## src/rtl/fp32_to_int_serial.sv

```systemverilog
// fp32_to_int_serial
//   Converts one IEEE-754 binary32 operand to a signed 32-bit integer,
//   truncating toward zero. The mantissa moves one bit per clock, so a
//   conversion takes |exp-150|+1 cycles from acceptance to result. Only one
//   operand is held at a time.
//
//   Ports
//     clk, rst_n    clock, asynchronous active-low reset
//     in_valid      in_data holds an operand
//     in_ready      block is idle and can take an operand
//     in_data       binary32 {sign, exp[7:0], frac[22:0]}
//     out_valid     result is held and waiting for the consumer
//     out_ready     consumer takes the result
//     out_data      signed integer result
//     out_overflow  |value| >= 2^31 (except exactly -2^31), Inf or NaN
//     out_inexact   nonzero fraction bits were discarded
//
//   SAT_EN=1: overflow/NaN saturate by sign. SAT_EN=0: they return 0x80000000.
module fp32_to_int_serial #(
  parameter bit SAT_EN = 1'b1
) (
  input  logic        clk,
  input  logic        rst_n,
  input  logic        in_valid,
  output logic        in_ready,
  input  logic [31:0] in_data,
  output logic        out_valid,
  input  logic        out_ready,
  output logic [31:0] out_data,
  output logic        out_overflow,
  output logic        out_inexact
);

  localparam logic [1:0] ST_IDLE  = 2'd0;
  localparam logic [1:0] ST_SHIFT = 2'd1;
  localparam logic [1:0] ST_FIX   = 2'd2;
  localparam logic [1:0] ST_DONE  = 2'd3;

  logic [1:0]  state;
  logic        sgn;
  logic [31:0] mag;
  logic [4:0]  cnt;
  logic        left;
  logic        ovf;
  logic        inx;

  logic [7:0]  exp_in;
  logic [22:0] frac_in;
  logic [7:0]  rdist;
  logic [7:0]  ldist;

  assign exp_in  = in_data[30:23];
  assign frac_in = in_data[22:0];
  assign rdist   = 8'd150 - exp_in;
  assign ldist   = exp_in - 8'd150;

  assign in_ready  = (state == ST_IDLE);
  assign out_valid = (state == ST_DONE);

  always_ff @(posedge clk or negedge rst_n) begin
    if (!rst_n) begin
      state        <= ST_IDLE;
      sgn          <= 1'b0;
      mag          <= 32'd0;
      cnt          <= 5'd0;
      left         <= 1'b0;
      ovf          <= 1'b0;
      inx          <= 1'b0;
      out_data     <= 32'd0;
      out_overflow <= 1'b0;
      out_inexact  <= 1'b0;
    end else begin
      case (state)
        ST_IDLE: begin
          if (in_valid) begin
            sgn  <= in_data[31];
            mag  <= {8'd0, 1'b1, frac_in};
            ovf  <= 1'b0;
            inx  <= 1'b0;
            left <= 1'b0;
            cnt  <= 5'd0;
            if (exp_in == 8'd255) begin
              ovf   <= 1'b1;
              state <= ST_FIX;
            end else if (exp_in == 8'd0) begin
              // denormals flush to zero
              mag   <= 32'd0;
              inx   <= (frac_in != 23'd0);
              state <= ST_FIX;
            end else if (exp_in < 8'd127) begin
              mag   <= 32'd0;
              inx   <= 1'b1;
              state <= ST_FIX;
            end else if (exp_in >= 8'd158) begin
              // -2^31 is representable: negating 0x80000000 yields itself
              if (in_data[31] && exp_in == 8'd158 && frac_in == 23'd0)
                mag <= 32'h8000_0000;
              else
                ovf <= 1'b1;
              state <= ST_FIX;
            end else if (exp_in < 8'd150) begin
              cnt   <= rdist[4:0];
              state <= ST_SHIFT;
            end else if (exp_in == 8'd150) begin
              state <= ST_FIX;
            end else begin
              left  <= 1'b1;
              cnt   <= ldist[4:0];
              state <= ST_SHIFT;
            end
          end
        end
        ST_SHIFT: begin
          if (left) begin
            mag <= mag << 1;
          end else begin
            mag <= mag >> 1;
            inx <= inx | mag[0];
          end
          cnt <= cnt - 5'd1;
          if (cnt == 5'd1) state <= ST_FIX;
        end
        ST_FIX: begin
          if (ovf)
            out_data <= SAT_EN ? (sgn ? 32'h8000_0000 : 32'h7FFF_FFFF) : 32'h8000_0000;
          else
            out_data <= sgn ? (~mag + 32'd1) : mag;
          out_overflow <= ovf;
          out_inexact  <= inx;
          state        <= ST_DONE;
        end
        default: begin
          if (out_ready) state <= ST_IDLE;
        end
      endcase
    end
  end

endmodule

```

## config.mk

```make
export PLATFORM = sky130hd
export DESIGN_NAME = fp32_to_int_serial
export DESIGN_NICKNAME = d
export VERILOG_FILES = /design/src/rtl/fp32_to_int_serial.sv
export SDC_FILE = /design/constraint.sdc
export NUM_CORES = 1
export LEC_CHECK = 0
export CAP_MARGIN = 5
export CORE_MARGIN = 8
export CORE_UTILIZATION = 50
export DETAILED_ROUTE_END_ITERATION = 6
export PLACE_DENSITY_LB_ADDON = 0.3
export SLEW_MARGIN = 25
export SYNTH_ARGS = -nofsm -noshare
export SYNTH_HDL_FRONTEND = slang
export SYNTH_SLANG_ARGS = --single-unit
```

## constraint.sdc

```tcl
create_clock -name clk -period 3 [get_ports clk]
set_input_delay 0.45 -clock clk [delete_from_list [all_inputs] [get_ports clk]]
set_output_delay 0.45 -clock clk [all_outputs]
set_load 0.01 [all_outputs]
```

**Yosys cells after proc, flatten, opt, wreduce, memory -nomap -nowiden**

Cells that the tools add are included.

- Eq/ne operators: 10
- Multiplexer cells: 46
- $add $sub $neg: 4
- Order comparisons: 3
- Reductions and logical operators: 12
- Bitwise logic cells: 2

Operator list:

| cell | count |
|---|---|
| 32-bit 2-to-1 mux | 10 |
| 32-bit case mux with 2 select lines | 1 |
| 5-bit 2-to-1 mux | 7 |
| 32-bit by 1-bit adder with 32-bit output (second input constant) | 1 |
| 32-bit NOT | 1 |
| 8-bit equality test (second input constant) | 3 |
| 23-bit zero test | 1 |
| 23-bit nonzero test | 1 |
| 2-bit 2-to-1 mux | 9 |
| 1-bit 2-to-1 mux | 16 |
| 5-bit case mux with 2 select lines | 1 |
| 8-bit >= comparator (second input constant) | 1 |
| 8-bit zero test | 1 |
| 8-bit by 7-bit < comparator with 1-bit output (second input constant) | 1 |
| 8-bit < comparator (second input constant) | 1 |
| 2-bit inequality test (second input constant) | 3 |
| 2-bit case mux with 3 select lines | 1 |
| 3-bit AND reduction | 2 |
| 5-bit by 1-bit equality test with 1-bit output (second input constant) | 1 |
| 5-bit by 1-bit subtractor with 5-bit output (second input constant) | 1 |
| 5-bit subtractor (first input constant) | 1 |
| 5-bit subtractor (second input constant) | 1 |
| 2-bit equality test (second input constant) | 2 |
| 2-bit AND reduction | 2 |
| 7 further kinds | 8 |

- Output and inout bits: 36
- Flip-flop bits (word level): 77
- Word-level logic and storage cells: 87

**Longest topological paths before layout**

Gate-level depths: netlist of run 1.

- Word-level depth: 10
- Depth in mapped cells: 10
- Depth with buffers taken out: 8

**Worst setup path after synthesis of run 1**

OpenSTA, ideal clock, no wires.

- Path type: register -> register
- Start point: register mag[0]
- End point: register out_data[24]
- Data arrival time: 2.436 ns
- Required time: 2.875 ns
- Stages on the path, launching flop included: 10
- Path slack: 0.439 ns
- Setup time: 0.125 ns
- Cell sequence: dfrtp_1 -> inv_1 -> ha_1 -> or4b_1 -> clkbuf_1 -> or2_1 -> or4_4 -> o21ai_2 -> xor2_1 -> mux2_2

- Longest elaborated chain between the ends: 4

Ends and longest elaborated chain:

| what | RTL line | source |
|---|---|---|
| start: declaration | 41 | `logic [31:0] mag;` |
| start signal: assignment | 77 | `mag <= {8'd0, 1'b1, frac_in};` |
| start signal: assignment | 115 | `mag <= mag << 1;` |
| start signal: assignment | 117 | `mag <= mag >> 1;` |
| 32-bit NOT | 127 | `out_data <= sgn ? (~mag + 32'd1) : mag;` |
| 32-bit by 1-bit adder with 32-bit output | 127 |  |
| 32-bit 2-to-1 mux | 127 |  |
| 32-bit 2-to-1 mux | 124 | `if (ovf)` |
| end signal: assignment | 125 | `out_data <= SAT_EN ? (sgn ? 32'h8000_0000 : 32'h7FFF_FFFF) : 32'h8000_0000;` |
| end signal: assignment | 127 |  |
| end: declaration | 29 | `output logic [31:0] out_data,` |

No other way between the ends.
A chain may end at the register's enable or synchronous reset.

**Worst setup path in the final report of run 1**

Same ends and word-level chain as after synthesis.

==> results of run 1 <==
## logic make-up after synthesis
| logic type | count (synthesis) | synth area share, % |
|---|---|---|
| mux | 45 | 9.41 |
| compound gates | 159 | 22.1 |
| fa+ha+maj | 14 | 3.51 |
| buf+inv | 78 | 6.07 |
| xor+xnor | 12 | 2.11 |
| flops | 77 | 38.6 |
| simple gates | 181 | 18.2 |
## cells in the mapped netlist, types with 7 or more instances
| library cell | instances |
|---|---|
| a31oi_1 | 11 |
| mux2i_1 | 30 |
| nor2_1 | 50 |
| nor3_1 | 37 |
| o211ai_1 | 7 |
| o21ai_0 | 41 |
| o221ai_1 | 9 |
| a221o_1 | 23 |
| mux2_2 | 15 |
| nor4_1 | 12 |
| or3_1 | 12 |
| ha_1 | 14 |
| xor2_1 | 10 |
| clkbuf_1 | 45 |
| nand2_1 | 36 |
| inv_1 | 25 |
| a21oi_1 | 28 |
| dfrtp_1 | 77 |
## metal layers
layer	GRT usage, %	share of wire [%]
met1	27.6	45
met2	31.4	46
met4	6.74	1.7
met5	0	0
met3	3.44	7.3
## worst max-delay path, stage by stage (launching register included)
cell and delay (ps):
dfrtp_1 450, inv_1 100, ha_1 240, or4b_1 600
or2_1 320, or4_4 500, o21ai_2 140, xor2_1 70
mux2_2 260
## report_power, final
group / switching, uW / leakage [uW] / internal (uW)
Combinational: 2120 / 0.00128 / 1690
Sequential: 435 / 0.000969 / 1480
Clock: 370 / 0.000116 / 512
## sequential cells by signal, summed over array words and instances (netlist names), 2 cells and up
signal,cells
cnt,5
mag,32
out_data,32
state,2
## path summary, 6_finish.rpt
path | from | endpoint | cells after the start
setup / recovery | mag[0] | out_data[24] | 8
hold / removal | rst_n | out_data[2] | 1
max in group asynchronous | rst_n | mag[19] | 1
setup reg to reg | mag[0] | out_data[24] | 8
hold reg to reg | out_data[7] | out_data[7] | 2
min in group clk | out_data[7] | out_data[7] | 2
## stage by stage
step	hold WS, ps	std cells
after detailed placement	492	735
after global placement	481	735
after CTS	291	751
after floorplan	154	566
final	123	751
after global routing	183	751
## cell type report
type | instances | share of cell area (%)
timing repair buffer | 89 | 14.1
clock buffer | 12 | 2.57
clock inverter | 4 | 1.16
sequential | 77 | 32.0
inverter | 25 | 1.56
tap | 133 | 2.76
multi-input combinational | 411 | 45.9
==> flow_summary_export.csv, run 1 <==
group,metric,value,unit
global_routing,grt_max_degree,78,
synthesis,synthTopCellsByArea,"dfrtp_1, mux2i_1, a221o_1",
synthesis,synth_seq_cells,77,
timing,max_freq,359,MHz
setup_path,worstPathMaxFanout,8,
layout,drive_gt1_share,9.55,%
synthesis,yosysTopAreaCell,"dfrtp_1",
flow_run,drv_cap,0,
synthesis,synth_edf_count,0,
placed_design,dp_hpwl,9.63,mm
cts,clockRootBuffer,"clkbuf_8",
cts,h-tree-depth,3,
setup_path,r2r_slack,210,ps
timing,rsz0062_at_grt,"no",
timing,fin_crit,2790,ps
layout,layout_commonest_cell,"dfrtp_1",
pwr,power_density,1100,nW/um^2
global_routing,grt.overflow.total,0,
timing,fin_ws,214,ps
timing,drv_slew,0,
synthesis,synth_cell_types,58,
synthesis,avgSynthCellArea,8.81,sq um
synthesis,synth_top_area_share,38.6,%
routing,ant_nets,0,
routing,avgViaCountPerCell,6.15,
synthesis,synth_cells,566,
status,status,"finished, final reports clean",
routing,drt_pass1_iterations,5,
synthesis,syn_nets,616,
pwr,leakagePower,0.00236,uW
layout,post-route-util,62.0,%
synthesis,syn-cell-area,4990,sq um
layout,layout_common_cells,"dfrtp_1, clkdlybuf4s50_1, nor2_1, o21ai_0, nor3_1",
cts,max-clock-path-buffers,2,
floorplanning,dieHeight,116,um
timing,setup_tns,0,ps
synthesis,ys.flop_type,"dfrtp_1",
placed_design,place_ws,273,ps
setup_path,arrival,3010,ps
synthesis,ys_async_sr_fraction,100,%
layout,register_area,1930,sq um
layout,num_antenna_cells,0,
cts,cts_hold_buf,0,
setup_path,worst_ep_required_time,3220,ps
floorplanning,placementRows,36,
layout,final_area,6030,sq um
floorplanning,fp.dieW,116,um
cts,cts_resized,0,
global_routing,antenna_found_initial,0,
routing,drc,0,
cts,postCtsSetupRepairBufs,0,
pwr,ir_drop,475,uV
layout,syn2layout_area_growth,20.8,%
timing,setup_viol,0,
synthesis,yosysSeqAreaShare,38.6,%
floorplanning,pin_count,72,
layout,multi_input_area,2770,sq um
min_path,min_path_type,"in -> async",
layout,layout.nets,663,
timing,slew_headroom,37.2,%
floorplanning,coreArea,9730,sq um
layout,fill_cells,879,
global_routing,grt_pass1_wl,21.7,mm
pwr,finalPower,6610,uW
timing,finalHoldViolations,0,
synthesis,ys_warn_count,0,
placed_design,gp_congestion,0.904,
timing,tightest_slew,942,ps
timing,post-route-period-util,92.9,%
placed_design,port_buffers,71,
global_routing,grt_pass1_vias,4386,
routing,drt_iter0_drc,444,
routing,postRouteWirelength,13.5,mm
cts,cts.clk_slew.worst_paths,80,ps
routing,wire_per_inst,17.9,um
setup_path,critPathKind,"reg -> reg",
setup_path,cp-start-kind,"flop",
cts,clk_latency,350,ps
routing,vias,4615,
floorplanning,start_util,51.3,%
global_routing,track_usage,20.1,%
cts,cts.sinks,77,
cts,cts_tree,"yes",
timing,clock_skew,11.4,ps
floorplanning,die-area,13400,sq um
cts,numCtsBuffers,9,
setup_path,end_kind,"flop",
placed_design,placed_area,5800,sq um
(Power assumes the default switching activity.)
==> run 2, diff against run 1 <==
- CORE_ASPECT_RATIO: unset -> 0.9
- clock period: 3 -> 2.6 ns (I/O delays scaled with it)
==> run 2 against run 1 <==
Non-clock buffer count is 29 higher. Highest routed layer unchanged. Flip-flop and latch count stayed put. Design area is 3.7% higher.
==> flow_summary_export.csv, run 2 (same netlist as run 1, synthesis figures left out) <==
group,metric,value,unit
status,status,"finished, final reports clean",
global_routing,grt_max_degree,78,
floorplanning,pin_count,72,
cts,clockRootBuffer,"clkbuf_8",
floorplanning,fp.dieW,121,um
timing,max_freq,399,MHz
global_routing,grt.overflow.total,0,
setup_path,cp-start-kind,"flop",
timing,rsz0062_at_grt,"no",
placed_design,gp_congestion,0.922,
timing,finalHoldViolations,0,
layout,layout_common_cells,"dfrtp_1, clkdlybuf4s50_1, nor2_1, buf_4, o21ai_0",
cts,postCtsSetupRepairBufs,0,
pwr,p_clk_share,11.4,%
timing,setup_viol,0,
cts,cts.clk_slew.worst_paths,90,ps
setup_path,worstPathMaxFanout,6,
floorplanning,die-area,13400,sq um
layout,layout_commonest_cell,"dfrtp_1",
routing,drc,0,
global_routing,grt_pass1_vias,4781,
routing,drt_iter0_drc,526,
routing,postRouteWirelength,14.4,mm
setup_path,max_stage_delay,500,ps
pwr,pwr-share-comb,62.6,%
timing,fin_crit,2510,ps
timing,post-route-period-util,96.4,%
routing,drt_pass1_iterations,5,
timing,slew_headroom,50.2,%
timing,drv_slew,0,
setup_path,cp_slowest_cell,"or4b_1",
setup_path,worstPathCellList,"inv_1, ha_1, or4b_1, buf_4, or3_1, o31ai_1, xor2_1, mux2_2",
placed_design,port_buffers,71,
pwr,p_seq_share,26.0,%
setup_path,crit_family,"simple AND/OR/NAND/NOR gates",
cts,clk_latency,370,ps
layout,num_antenna_cells,0,
pwr,swShare,44.6,%
flow_run,drv_cap,0,
placed_design,dp.cells,757,
routing,avgViaCountPerCell,6.27,
floorplanning,start_util,51.4,%
routing,wire_per_inst,18.6,um
layout,drive_gt1_share,14.1,%
global_routing,track_usage,21.6,%
cts,cts_tree,"yes",
global_routing,grt_pass1_wl,24.0,mm
pwr,internal-power,4410,uW
routing,vias,4844,
setup_path,startpoint,"mag[0]",
setup_path,worst_ep_required_time,2860,ps
cts,h-tree-depth,3,
layout,final_cells,773,
cts,max-clock-path-buffers,2,
floorplanning,placementRows,34,
setup_path,arrival,2760,ps
timing,setup_tns,0,ps
pwr,p_sw,3540,uW
pwr,power_density,1270,nW/um^2
timing,clock_skew,13.1,ps
floorplanning,dieHeight,111,um
floorplanning,coreArea,9700,sq um
cts,cts.sinks,77,
pwr,ir_drop,835,uV
setup_path,end_kind,"flop",
layout,top_regs,"mag x32, out_data x32, cnt x5",
setup_path,critPathKind,"reg -> reg",
pwr,leakagePower,0.00251,uW
placed_design,dp_hpwl,10.3,mm
min_path,min_path_type,"in -> async",
timing,hold_ws,3.17,ps
setup_path,reg2reg_from,"mag[0]",
cts,numCtsBuffers,9,
routing,ant_nets,0,
global_routing,antenna_found_initial,0,
timing,tightest_slew,748,ps
setup_path,path_buf_inv,2,
layout,layout.nets,692,
layout,syn2layout_area_growth,25.4,%
## run 2: worst reg2reg max path, delay by kind of cell (launching register included)
| family | cells | cell delay (ps) |
|---|---|---|
| multiplexers | 1 | 260 |
| AND/OR/NAND/NOR | 2 | 920 |
| AO/OA/AOI/OAI | 1 | 260 |
| adder cells (fa/ha/maj) | 1 | 160 |
| XOR/XNOR | 1 | 110 |
| buffers and inverters | 2 | 280 |
| flip-flops | 1 | 400 |
## run 2: timing repair
action | CTS | global route
hold buffers | 0 | 0
setup endpoints to repair | 0 | 3
resized for setup | 0 | 3
## run 2: cell type report
cell class,count,area [sq um]
fill,830,3450
multi-input combinational,411,2780
sequential,77,1930
timing repair buffer,118,1100
tap,126,158
clock buffer,9,124
inverter,25,93.8
clock inverter,7,66.3
## run 2: worst paths after layout
kind                                 to  slack (ps)  cells after the start
max                        out_data[16]          90                      8
max in group asynchronous       mag[25]        2020                      1
max reg2reg                out_data[16]          90                      8
min                             mag[10]           3                      1
min in group clk            out_data[7]         500                      2
min reg2reg                 out_data[7]         500                      2
## run 2: power by group through the flow
stage	logic (uW)	clock network, uW	registers (uW)
floorplan	2920	0	2140
global placement	4770	0	2070
detailed placement	4880	0	2090
CTS	4920	925	2070
global route	5450	967	2130
finish	4980	905	2070
## run 2: layer usage
| metal | part of all wire, % | global-route usage (%) | up-vias |
|---|---|---|---|
| met3 | 6.5 | 4.89 | 26 |
| met5 | 0 | 0 | - |
| met4 | 2.3 | 8.13 | 0 |
| li1 | - | - | 2257 |
| met1 | 42 | 27.0 | 2366 |
| met2 | 49 | 35.3 | 195 |
## run 2: metrics by stage
stage | total power [uW] | cell area [sq um] | worst slack (ps) | util (%)
after floorplan | 5060 | 4990 | 38.9 | -
after global placement | 6840 | 6050 | 92.8 | 62.3
after detailed placement | 6970 | 6050 | 65.9 | 62.3
after CTS | 7910 | 6240 | 99.5 | 64.3
after global routing | 8550 | 6250 | 11.0 | 64.5
final | 7950 | 6250 | 94.5 | 64.5
